## src/rtl/add_seq_wide_pkg.sv

```systemverilog
// Shared types and constants for the sliced add/subtract sequencer.
// The package keeps its historical name so existing importers still resolve.
package add_seq_pkg;

    localparam int unsigned SLICE_W = 16;

    localparam logic OP_ADD = 1'b0;
    localparam logic OP_SUB = 1'b1;

    typedef enum logic [1:0] {
        IDLE,
        RUN,
        DONE
    } state_t;

    // Subtract runs as A + ~B + 1, so the slice-0 carry is forced high
    function automatic logic eff_carry(input logic op, input logic cin);
        return (op == OP_SUB) ? 1'b1 : cin;
    endfunction

endpackage

```

## src/rtl/add_seq_wide_if.sv

```systemverilog
// Request/result handshake bundle for add_seq_wide.
// The master drives requests and consumes results; the slave is the sequencer.
interface add_seq_wide_if
    import add_seq_pkg::*;
#(
    parameter int unsigned WORDS = 4
) ();

    logic                       in_valid;
    logic                       in_ready;
    logic [SLICE_W*WORDS-1:0]   in_a;
    logic [SLICE_W*WORDS-1:0]   in_b;
    logic                       in_op;
    logic                       in_cin;
    logic                       out_valid;
    logic                       out_ready;
    logic [SLICE_W*WORDS-1:0]   out_sum;
    logic                       out_cout;

    modport master (
        output in_valid, in_a, in_b, in_op, in_cin, out_ready,
        input  in_ready, out_valid, out_sum, out_cout
    );

    modport slave (
        input  in_valid, in_a, in_b, in_op, in_cin, out_ready,
        output in_ready, out_valid, out_sum, out_cout
    );

endinterface

```

## src/rtl/add_seq_wide_adder.sv

```systemverilog
// Shared 16-bit ripple slice used by the sequencer; the only arithmetic in the block.
module adder_16_bit (
    input  logic [15:0] i_a,
    input  logic [15:0] i_b,
    input  logic        i_cin,
    output logic [15:0] o_sum,
    output logic        o_cout
);

    assign {o_cout, o_sum} = {1'b0, i_a} + {1'b0, i_b} + {16'b0, i_cin};

endmodule

```

## src/rtl/add_seq_wide.sv

```systemverilog
// WORDS x 16-bit add/subtract, one slice per clock through a single adder_16_bit.
// Result and handshake outputs are registered; only the adder slice sits between flops.
module add_seq_wide
    import add_seq_pkg::*;
#(
    parameter int unsigned WORDS = 4
) (
    input  logic            clk,
    input  logic            rst,
    add_seq_wide_if.slave   bus
);

    localparam int unsigned IDX_W = (WORDS > 1) ? $clog2(WORDS) : 1;
    localparam logic [IDX_W-1:0] LAST_IDX = IDX_W'(WORDS - 1);

    state_t r_state;
    state_t w_state_next;

    logic [WORDS-1:0][SLICE_W-1:0] r_a;
    logic [WORDS-1:0][SLICE_W-1:0] r_b;
    logic [WORDS-1:0][SLICE_W-1:0] r_acc;
    logic [WORDS-1:0][SLICE_W-1:0] w_acc_next;
    logic                          r_op;
    logic                          r_carry;
    logic [IDX_W-1:0]              r_idx;

    logic                          r_in_ready;
    logic                          r_out_valid;
    logic [SLICE_W*WORDS-1:0]      r_out_sum;
    logic                          r_out_cout;

    logic [SLICE_W-1:0]            w_a_slice;
    logic [SLICE_W-1:0]            w_b_slice;
    logic [SLICE_W-1:0]            w_sum;
    logic                          w_cout;
    logic                          w_accept;
    logic                          w_last;

    assign w_accept  = (r_state == IDLE) && bus.in_valid;
    assign w_last    = (r_state == RUN) && (r_idx == LAST_IDX);
    assign w_a_slice = r_a[r_idx];
    assign w_b_slice = (r_op == OP_SUB) ? ~r_b[r_idx] : r_b[r_idx];

    adder_16_bit u_adder (
        .i_a    (w_a_slice),
        .i_b    (w_b_slice),
        .i_cin  (r_carry),
        .o_sum  (w_sum),
        .o_cout (w_cout)
    );

    always_comb begin
        w_acc_next        = r_acc;
        w_acc_next[r_idx] = w_sum;
    end

    always_comb begin
        w_state_next = r_state;
        case (r_state)
            IDLE:    if (bus.in_valid) w_state_next = RUN;
            RUN:     if (w_last)       w_state_next = DONE;
            DONE:    if (bus.out_ready) w_state_next = IDLE;
            default: w_state_next = IDLE;
        endcase
    end

    always_ff @(posedge clk) begin
        if (rst) r_state <= IDLE;
        else     r_state <= w_state_next;
    end

    // Slices accumulate in r_acc; the output register only loads on the final
    // slice so a partial result is never visible on out_sum.
    always_ff @(posedge clk) begin
        if (rst) begin
            r_a         <= '0;
            r_b         <= '0;
            r_acc       <= '0;
            r_op        <= OP_ADD;
            r_carry     <= 1'b0;
            r_idx       <= '0;
            r_in_ready  <= 1'b1;
            r_out_valid <= 1'b0;
            r_out_sum   <= '0;
            r_out_cout  <= 1'b0;
        end else begin
            r_in_ready  <= (w_state_next == IDLE);
            r_out_valid <= (w_state_next == DONE);
            if (w_accept) begin
                r_a     <= bus.in_a;
                r_b     <= bus.in_b;
                r_op    <= bus.in_op;
                r_carry <= eff_carry(bus.in_op, bus.in_cin);
                r_idx   <= '0;
            end
            if (r_state == RUN) begin
                r_acc   <= w_acc_next;
                r_carry <= w_cout;
                r_idx   <= r_idx + 1'b1;
                if (w_last) begin
                    r_out_sum  <= w_acc_next;
                    r_out_cout <= w_cout;
                end
            end
        end
    end

    assign bus.in_ready  = r_in_ready;
    assign bus.out_valid = r_out_valid;
    assign bus.out_sum   = r_out_sum;
    assign bus.out_cout  = r_out_cout;

endmodule
```

## src/flat_wrapper.sv

```systemverilog
// flat-port wrapper written by rule: the top's interface ports become plain ports
module add_seq_wide_flat import add_seq_pkg::*;
#(
    parameter int unsigned WORDS = 4
)
  (clk, rst, bus_in_valid, bus_in_a, bus_in_b, bus_in_op, bus_in_cin, bus_out_ready, bus_in_ready, bus_out_valid, bus_out_sum, bus_out_cout);
  add_seq_wide_if #(.WORDS(WORDS)) bus_i ();
  input  logic clk;
  input  logic rst;
  input wire logic [$bits(bus_i.in_valid)-1:0] bus_in_valid;
  input wire logic [$bits(bus_i.in_a)-1:0] bus_in_a;
  input wire logic [$bits(bus_i.in_b)-1:0] bus_in_b;
  input wire logic [$bits(bus_i.in_op)-1:0] bus_in_op;
  input wire logic [$bits(bus_i.in_cin)-1:0] bus_in_cin;
  input wire logic [$bits(bus_i.out_ready)-1:0] bus_out_ready;
  output wire logic [$bits(bus_i.in_ready)-1:0] bus_in_ready;
  output wire logic [$bits(bus_i.out_valid)-1:0] bus_out_valid;
  output wire logic [$bits(bus_i.out_sum)-1:0] bus_out_sum;
  output wire logic [$bits(bus_i.out_cout)-1:0] bus_out_cout;
  assign bus_i.in_valid = bus_in_valid;
  assign bus_i.in_a = bus_in_a;
  assign bus_i.in_b = bus_in_b;
  assign bus_i.in_op = bus_in_op;
  assign bus_i.in_cin = bus_in_cin;
  assign bus_i.out_ready = bus_out_ready;
  assign bus_in_ready = bus_i.in_ready;
  assign bus_out_valid = bus_i.out_valid;
  assign bus_out_sum = bus_i.out_sum;
  assign bus_out_cout = bus_i.out_cout;
  add_seq_wide #(.WORDS(WORDS)) u_core (.clk(clk), .rst(rst), .bus(bus_i));
endmodule
```

## config.mk

```make
export PLATFORM = sky130hd
export DESIGN_NAME = add_seq_wide_flat
export DESIGN_NICKNAME = d
export VERILOG_FILES = /design/src/rtl/add_seq_wide_pkg.sv /design/src/rtl/add_seq_wide_if.sv /design/src/rtl/add_seq_wide_adder.sv /design/src/rtl/add_seq_wide.sv /design/src/flat_wrapper.sv
export SDC_FILE = /design/constraint.sdc
export NUM_CORES = 1
export LEC_CHECK = 0
export BUFFER_PORTS_ARGS = -buffer_cell sky130_fd_sc_hd__buf_2
export CORE_MARGIN = 1
export CORE_UTILIZATION = 54
export CTS_BUF_LIST = sky130_fd_sc_hd__clkbuf_16
export DETAILED_ROUTE_END_ITERATION = 8
export GPL_TIMING_DRIVEN = 1
export PLACE_DENSITY_LB_ADDON = 0.15
export SETUP_SLACK_MARGIN = 0.3
export SYNTH_ARGS = -nofsm -noshare
export SYNTH_HDL_FRONTEND = slang
export SYNTH_SLANG_ARGS = --single-unit
```

## constraint.sdc

```tcl
create_clock -name clk -period 10.6 [get_ports clk]
set_input_delay 1.06 -clock clk [delete_from_list [all_inputs] [get_ports clk]]
set_output_delay 1.06 -clock clk [all_outputs]
set_load 0.005 [all_outputs]
```

==> impl_metrics.yaml, run 1 <==
status:
  status: "completed"
synthesis:
  synth_ff_type: "dfxtp_1"
  postSynthCellCount: 1274
  synthTopCellsByArea: "dfxtp_1 46%, nand2_1 13%, a21oi_1 9.5%, mux4_2 6.7%, a211oi_1 3.1%"
  yosys.area.top_type: "dfxtp_1"
  synth_most_common_cell: "nand2_1"
  ys_warn_count: 0
  synth_top_area_share_pct: 46.2
  synthArstFlopShare_pct: 0
  avgSynthCellArea_um2: 8.47
  synth.distinct_cells: 58
  synth-seq-cells: 249
  synth_commonest_cells: "372 x nand2_1, 249 x dfxtp_1, 204 x a21oi_1, 87 x clkbuf_1, 51 x nor2_1"
  ys_seq_area_share_pct: 46.2
  syn-cell-area_mm2: 0.0108
  synth-edff-count: 0
  syn_nets: 1429
critical_path:
  cpLargestDelayFamily: "compound AO/OA/AOI/OAI gates"
  r2r_start: "u_core.r_idx[0]"
  critPathSlowestCell: "dfxtp_2"
  cp_max_fo: 23
  critPathArrivalTime_ns: 4.63
  cp_cell_sequence: "buf_4 -> mux4_2 -> xnor2_1 -> fa_1 -> inv_1 -> fa_1 -> a21o_2 -> a311oi_1 -> o21bai_1 -> a21oi_1 -> xor2_1 -> o21ai_0"
  r2r_slack_ns: 6.36
  reg2reg_depth: 12
  slowest_delay_ns: 0.60
  crit_type: "flip-flop to flip-flop"
  path_common_cell: "fa_1"
  startpoint_type: "flip-flop"
  rr_endpoint: "u_core.bus.out_sum[24]"
  crit_path_end_kind: "flip-flop"
  crit_buf_inv: 2
  crit_required_ns: 10.99
floorplan:
  pin_count: 201
  dieArea_mm2: 0.0206
  rows: 51
  fp.dieW_um: 143
  die_h_um: 143
  start_util_pct: 55.3
  core_mm2: 0.0195
placement:
  hpwlAfterDp_um: 18500
  numPortBuffers: 200
  gp_congestion: 0.821
sta:
  hold_viol_final: 0
  tightest_slew_ns: 1.06
  max_freq_mhz: 236
  fin_crit_ns: 4.24
  setup_viol_count_final: 0
  skew_ns: 0.0115
  rsz0062_at_grt: "no"
  final_max_slew_viol_count: 0
  fin_crit_sh_pct: 40.0
  slew_headroom_pct: 29.1
  fin_setup_tns_ns: 0
job:
  drv_cap: 0
routing:
  ant_nets: 0
  wl_um: 27600
  drc: 0
  routedWlPerCell_um: 16.3
  drt-pass1-iter-count: 6
  dr.first_iter.drc_count: 736
  via_per_inst: 5.50
  num_vias: 9281
global_routing:
  grt_pass1_wl_um: 43700
  grt_antenna_before_repair: 0
  overflow: 0
  grt_start_max_net_pins: 144
  grt_pass1_vias: 8489
  grt_usage_pct: 26.8
cells_and_area:
  ff_latch_area_mm2: 0.00499
  fill_cells: 1758
  nNetsFinal: 1560
  multi_input_area_mm2: 0.00536
  syn_to_final_growth_pct: 17.0
  drive_gt1_share_pct: 20.6
  n_antenna_cell: 0
worst_hold_path:
  holdPathEnd: "u_core.bus.out_sum[32]"
  hold_depth: 2
  min-delay-path-class: "flip-flop to flip-flop"
  min_from: "u_core.bus.out_sum[32]"
clocking:
  holdBufCountCts: 0
  cts_num_sinks: 249
  clockRootBuffer: "clkbuf_16"
  insertion_delay_ns: 0.53
  ctsHtreeMaxLevel: 1
  cts_buffers: 26
  postCtsResizedCells: 0
  clk_pin_slew_ns: 0.06
  cts_buffer_depth: 3
  cts_tree: "yes"
  cts_setup_buffers: 0
power:
  powerDensity_mw_per_mm2: 174
  finalPower_mw: 2.19
  peakVddDrop_uv: 151
  leakagePower_nw: 5.07
==> how the worst max path moves through the flow <==
stage	from	endpoint	slack [ns]	cells past startpoint
final	u_core.r_idx[0]	u_core.bus.out_sum[24]	6.36	12
after global routing	u_core.r_idx[0]	u_core.bus.out_sum[40]	5.97	12
after CTS	u_core.r_idx[0]	u_core.r_acc[24]	6.29	12
after detailed placement	u_core.r_idx[0]	u_core.r_acc[24]	6.30	12
after global placement	u_core.r_idx[0]	u_core.bus.out_sum[40]	6.45	12
after floorplan	u_core.r_idx[0]	u_core.bus.out_sum[24]	7.09	13
==> metrics by stage <==
step / setup WS (ns) / hold WS [ns] / utilization [%] / cells / cell area, um^2
finish: 6.36 / 0.451 / 64.6 / 1688 / 12600
global placement: 6.45 / 0.439 / 60.3 / 1642 / 11800
floorplan: 7.09 / 0.433 / - / 1274 / 10800
detailed placement: 6.30 / 0.443 / 60.3 / 1642 / 11800
CTS: 6.29 / 0.452 / 64.6 / 1688 / 12600
global route: 5.97 / 0.465 / 64.6 / 1688 / 12600
==> metal layers <==
metal / vias up / global-route usage, % / share of wire, %
met3: 42 / 3.13 / 5.7
met2: 296 / 45.0 / 47
met5: - / 0 / 0
met4: 0 / 6.61 / 2.2
li1: 4644 / - / -
met1: 4299 / 36.9 / 45
==> worst register-to-register path, delay by kind of cell (launching register included) <==
| family | cells | cell delay (ns) |
|---|---|---|
| xor+xnor | 2 | 0.64 |
| mux | 1 | 0.58 |
| fa+ha+maj | 2 | 0.64 |
| compound gates | 5 | 1.12 |
| buf+inv | 2 | 0.55 |
| flops | 1 | 0.60 |
==> sequential cells by signal, summed over array words and instances (netlist names), 2 cells and up <==
signal              flops
u_core.r_b             64
u_core.r_a             64
u_core.r_state          2
u_core.r_acc           48
u_core.bus.out_sum     64
u_core.r_idx            2
==> cells in the final DEF, fill, tap and decap left out, types with 4 or more instances in the layout <==
cell type / n
nand2_1: 371
dfxtp_1: 247
a21oi_1: 204
buf_2: 199
nor2_1: 51
a211oi_1: 44
mux4_2: 32
clkbuf_16: 27
o21ai_0: 26
xor2_1: 19
mux2i_1: 19
ha_1: 19
inv_1: 16
nand3_1: 16
a31oi_1: 14
o211ai_1: 11
xnor2_1: 9
buf_4: 8
clkinv_1: 7
a21o_1: 5
and2_1: 5
and4_1: 4
nor4b_1: 4
==> cell families (layout without fill, tap and decap cells) <==
logic type | after synthesis | after routing | share of synthesized area [%]
buf+inv | 116 | 265 | 4.28
fa+ha+maj | 21 | 21 | 2.57
mux | 53 | 53 | 8.72
xor+xnor | 30 | 30 | 2.57
compound gates | 331 | 331 | 17.9
simple gates | 474 | 474 | 17.8
flops | 249 | 249 | 46.2
==> cell type report <==
cell class / instances / area share [%]
clock buffer: 27 / 5.35
sequential: 249 / 39.5
multi-input combinational: 909 / 42.4
tap: 265 / 2.63
timing repair buffer: 208 / 8.46
inverter: 11 / 0.327
clock inverter: 19 / 1.28
==> power breakdown <==
| part | internal [mW] | switching (mW) |
|---|---|---|
| Combinational | 0.110 | 0.188 |
| Sequential | 0.975 | 0.0251 |
| Clock | 0.530 | 0.361 |
No activity file was read; power rests on OpenSTA's default activity.
==> run 2, diff against run 1 <==
--- a/config.mk
+++ b/config.mk
@@ -5,6 +5,7 @@
 export SDC_FILE = /design/constraint.sdc
 export NUM_CORES = 1
 export LEC_CHECK = 0
+export ABC_AREA = 1
 export BUFFER_PORTS_ARGS = -buffer_cell sky130_fd_sc_hd__buf_2
 export CORE_MARGIN = 1
 export CORE_UTILIZATION = 54
==> constraint.sdc (replaced) <==
create_clock -name clk -period 4 [get_ports clk]
set_input_delay 0.4 -clock clk [delete_from_list [all_inputs] [get_ports clk]]
set_output_delay 0.4 -clock clk [all_outputs]
set_load 0.005 [all_outputs]
==> run 2 against run 1 <==
Net effect: power grew to 2.9 times the previous value; non-clock buffer count grew 9; die area grew 8.4%; first-iteration DRC count grew 12%; register-to-register slack lost 5.6 ns; hold slack lost 0.32 ns; final area grew 6.6%; synthesized area grew 8.5%; global-route usage grew 0.95 points; clock-buffer cell count shrank 2; wire length grew 13%; combinational power grew to 4.6 times the previous value.
==> impl_metrics.yaml, run 2 <==
cells_and_area:
  fill_cells: 1950
  final_common_cell: "nor2_1"
  ff_latch_area_mm2: 0.00499
  nNetsFinal: 1963
  drive_gt1_share_pct: 15.1
  n_antenna_cell: 0
  instances_no_fill: 2100
  final_cell_mix: "417 x nor2_1, 248 x dfxtp_1, 243 x o21ai_0, 215 x nand2_1, 200 x buf_2"
  syn_to_final_growth_pct: 14.9
  multi_input_area_mm2: 0.00558
sta:
  final_max_slew_viol_count: 0
  slew_headroom_pct: 39.0
  fin_setup_tns_ns: 0
  fin_crit_sh_pct: 80.6
  skew_ns: 0.00798
  fin_crit_ns: 3.22
  hold_viol_final: 0
  rsz0062_at_grt: "no"
  setup_viol_count_final: 0
  max_freq_mhz: 310
  tightest_slew_ns: 0.914
clocking:
  cts_tree: "yes"
  cts_buffers: 25
  ctsHtreeMaxLevel: 1
  insertion_delay_ns: 0.52
  clk_pin_slew_ns: 0.06
  cts_buffer_depth: 3
  cts_setup_buffers: 0
  cts_num_sinks: 249
  holdBufCountCts: 0
  clockRootBuffer: "clkbuf_16"
  postCtsResizedCells: 0
floorplan:
  start_util_pct: 55.4
  dieArea_mm2: 0.0223
  pin_count: 201
  rows: 53
  core_mm2: 0.0212
  die_h_um: 149
  fp.dieW_um: 149
synthesis:
  synth_commonest_cells: "417 x nor2_1, 249 x dfxtp_1, 243 x o21ai_0, 216 x nand2_1, 145 x inv_1"
  synthTopCellsByArea: "dfxtp_1 43%, nor2_1 13%, o21ai_0 10%, nand2_1 6.9%, inv_1 4.6%"
  syn_nets: 1831
  synth_most_common_cell: "nor2_1"
  synthArstFlopShare_pct: 0
  ys_seq_area_share_pct: 42.6
  synth-seq-cells: 249
  ys_warn_count: 0
  synth.distinct_cells: 42
  postSynthCellCount: 1676
  avgSynthCellArea_um2: 6.99
  syn-cell-area_mm2: 0.0117
  synth_ff_type: "dfxtp_1"
  synth_top_area_share_pct: 42.6
  yosys.area.top_type: "dfxtp_1"
  synth-edff-count: 0
critical_path:
  critPathSlowestCell: "buf_4"
  crit_type: "flip-flop to flip-flop"
  cp-startpoint: "u_core.r_idx[0]"
  crit_required_ns: 4.42
  crit_end: "u_core.r_acc[10]"
  crit_path_end_kind: "flip-flop"
  critPathArrivalTime_ns: 3.64
  startpoint_type: "flip-flop"
  cp_max_fo: 66
  r2r_slack_ns: 0.78
  rr_endpoint: "u_core.r_acc[10]"
  cp_cell_sequence: "buf_4 -> o21ai_0 -> o22ai_1 -> xor2_1 -> fa_1 -> inv_1 -> fa_1 -> nand2_1 -> nand2_1 -> nand3b_1 -> nand2_1 -> nand2_1 -> nand3b_1 -> nand3_1 -> nand3_1 -> nand2_1 -> inv_1"
  slowest_delay_ns: 0.50
  reg2reg_depth: 17
  r2r_start: "u_core.r_idx[0]"
  path_common_cell: "nand2_1"
routing:
  num_vias: 11100
  via_per_inst: 5.30
  wl_um: 31100
  ant_nets: 0
  drt-pass1-iter-count: 6
  routedWlPerCell_um: 14.8
  dr.first_iter.drc_count: 823
  drc: 0
power:
  leakagePower_nw: 6.67
  peakVddDrop_uv: 278
  finalPower_mw: 6.45
  powerDensity_mw_per_mm2: 479
global_routing:
  grt_pass1_vias: 9818
  grt_pass1_wl_um: 49400
  grt_antenna_before_repair: 0
  grt_start_max_net_pins: 115
  grt_usage_pct: 27.8
  overflow: 0
placement:
  numPortBuffers: 200
  gp_congestion: 0.900
  hpwlAfterDp_um: 21700
  post-place-cells: 2056
worst_hold_path:
  min-delay-path-class: "input port to flip-flop"
job:
  drv_cap: 0
status:
  status: "completed"
## run 2: changes by cell type in the layout (fill, tap and decap cells not counted), moves of 14 or more
cell,change
a211oi_1,-43
a21oi_1,-166
a31oi_1,-14
inv_1,+129
mux2i_1,-19
mux4_2,-32
nand2_1,-156
nand3_1,+76
nor2_1,+366
o21a_1,+35
o21ai_0,+217
o22ai_1,+31
## run 2: layout make-up
type	instances	share of cell area, %
inverters	148	4.16
clock buffers	25	4.65
well taps	275	2.56
flip-flops and latches	249	37.1
repair buffers	217	8.67
multi-input cells	1167	41.5
clock inverters	19	1.45
## run 2: layer usage
metal	part of all wire, %	GRT usage [%]
met1	45	38.5
met2	45	44.6
met3	7.3	3.85
met4	2.9	8.93
met5	0	0
## run 2: logic make-up (layout without fill, tap and decap cells)
| group | Yosys count | count (layout) | synth area share [%] |
|---|---|---|---|
| AND/OR/NAND/NOR | 747 | 747 | 25.6 |
| AO/OA/AOI/OAI | 378 | 378 | 17.9 |
| flip-flops | 249 | 249 | 42.6 |
| XOR/XNOR | 21 | 21 | 1.76 |
| buffers and inverters | 260 | 409 | 9.88 |
| adder cells (fa/ha/maj) | 21 | 21 | 2.37 |
## run 2: worst min path at each step
stage / from / end / slack [ns] / depth (start not counted)
after global routing: bus_in_a[39] / u_core.r_a[39] / 0.14 / 3
final: bus_in_a[38] / u_core.r_a[38] / 0.13 / 3
after detailed placement: u_core.bus.out_sum[51] / u_core.bus.out_sum[51] / 0.45 / 2
after floorplan: u_core.bus.out_sum[49] / u_core.bus.out_sum[49] / 0.44 / 2
after global placement: u_core.bus.out_sum[51] / u_core.bus.out_sum[51] / 0.44 / 2
after CTS: bus_in_b[25] / u_core.r_b[25] / 0.12 / 3
## run 2: critical path: cells and delay by family, from the launching register on
family                   cells  cell delay, ns
AO/OA/AOI/OAI                2            0.38
buffers and inverters        3            0.61
AND/OR/NAND/NOR              9            0.97
flip-flops                   1            0.33
adder cells (fa/ha/maj)      2            0.60
XOR/XNOR                     1            0.19
## run 2: stage by stage
stage	hold WS (ns)	area [um^2]	utilization (%)	setup WS [ns]
finish	0.127	13500	63.6	0.776
global placement	0.439	12600	59.7	0.938
CTS	0.117	13500	63.6	0.845
detailed placement	0.450	12600	59.7	0.855
floorplan	0.440	11700	-	1.40
global route	0.135	13500	63.6	0.516
## run 2: power by group
group | switching (mW) | total [mW] | internal, mW
sequential | 0.0830 | 2.72 | 2.64
clock | 0.968 | 2.36 | 1.39
combinational | 0.917 | 1.37 | 0.451
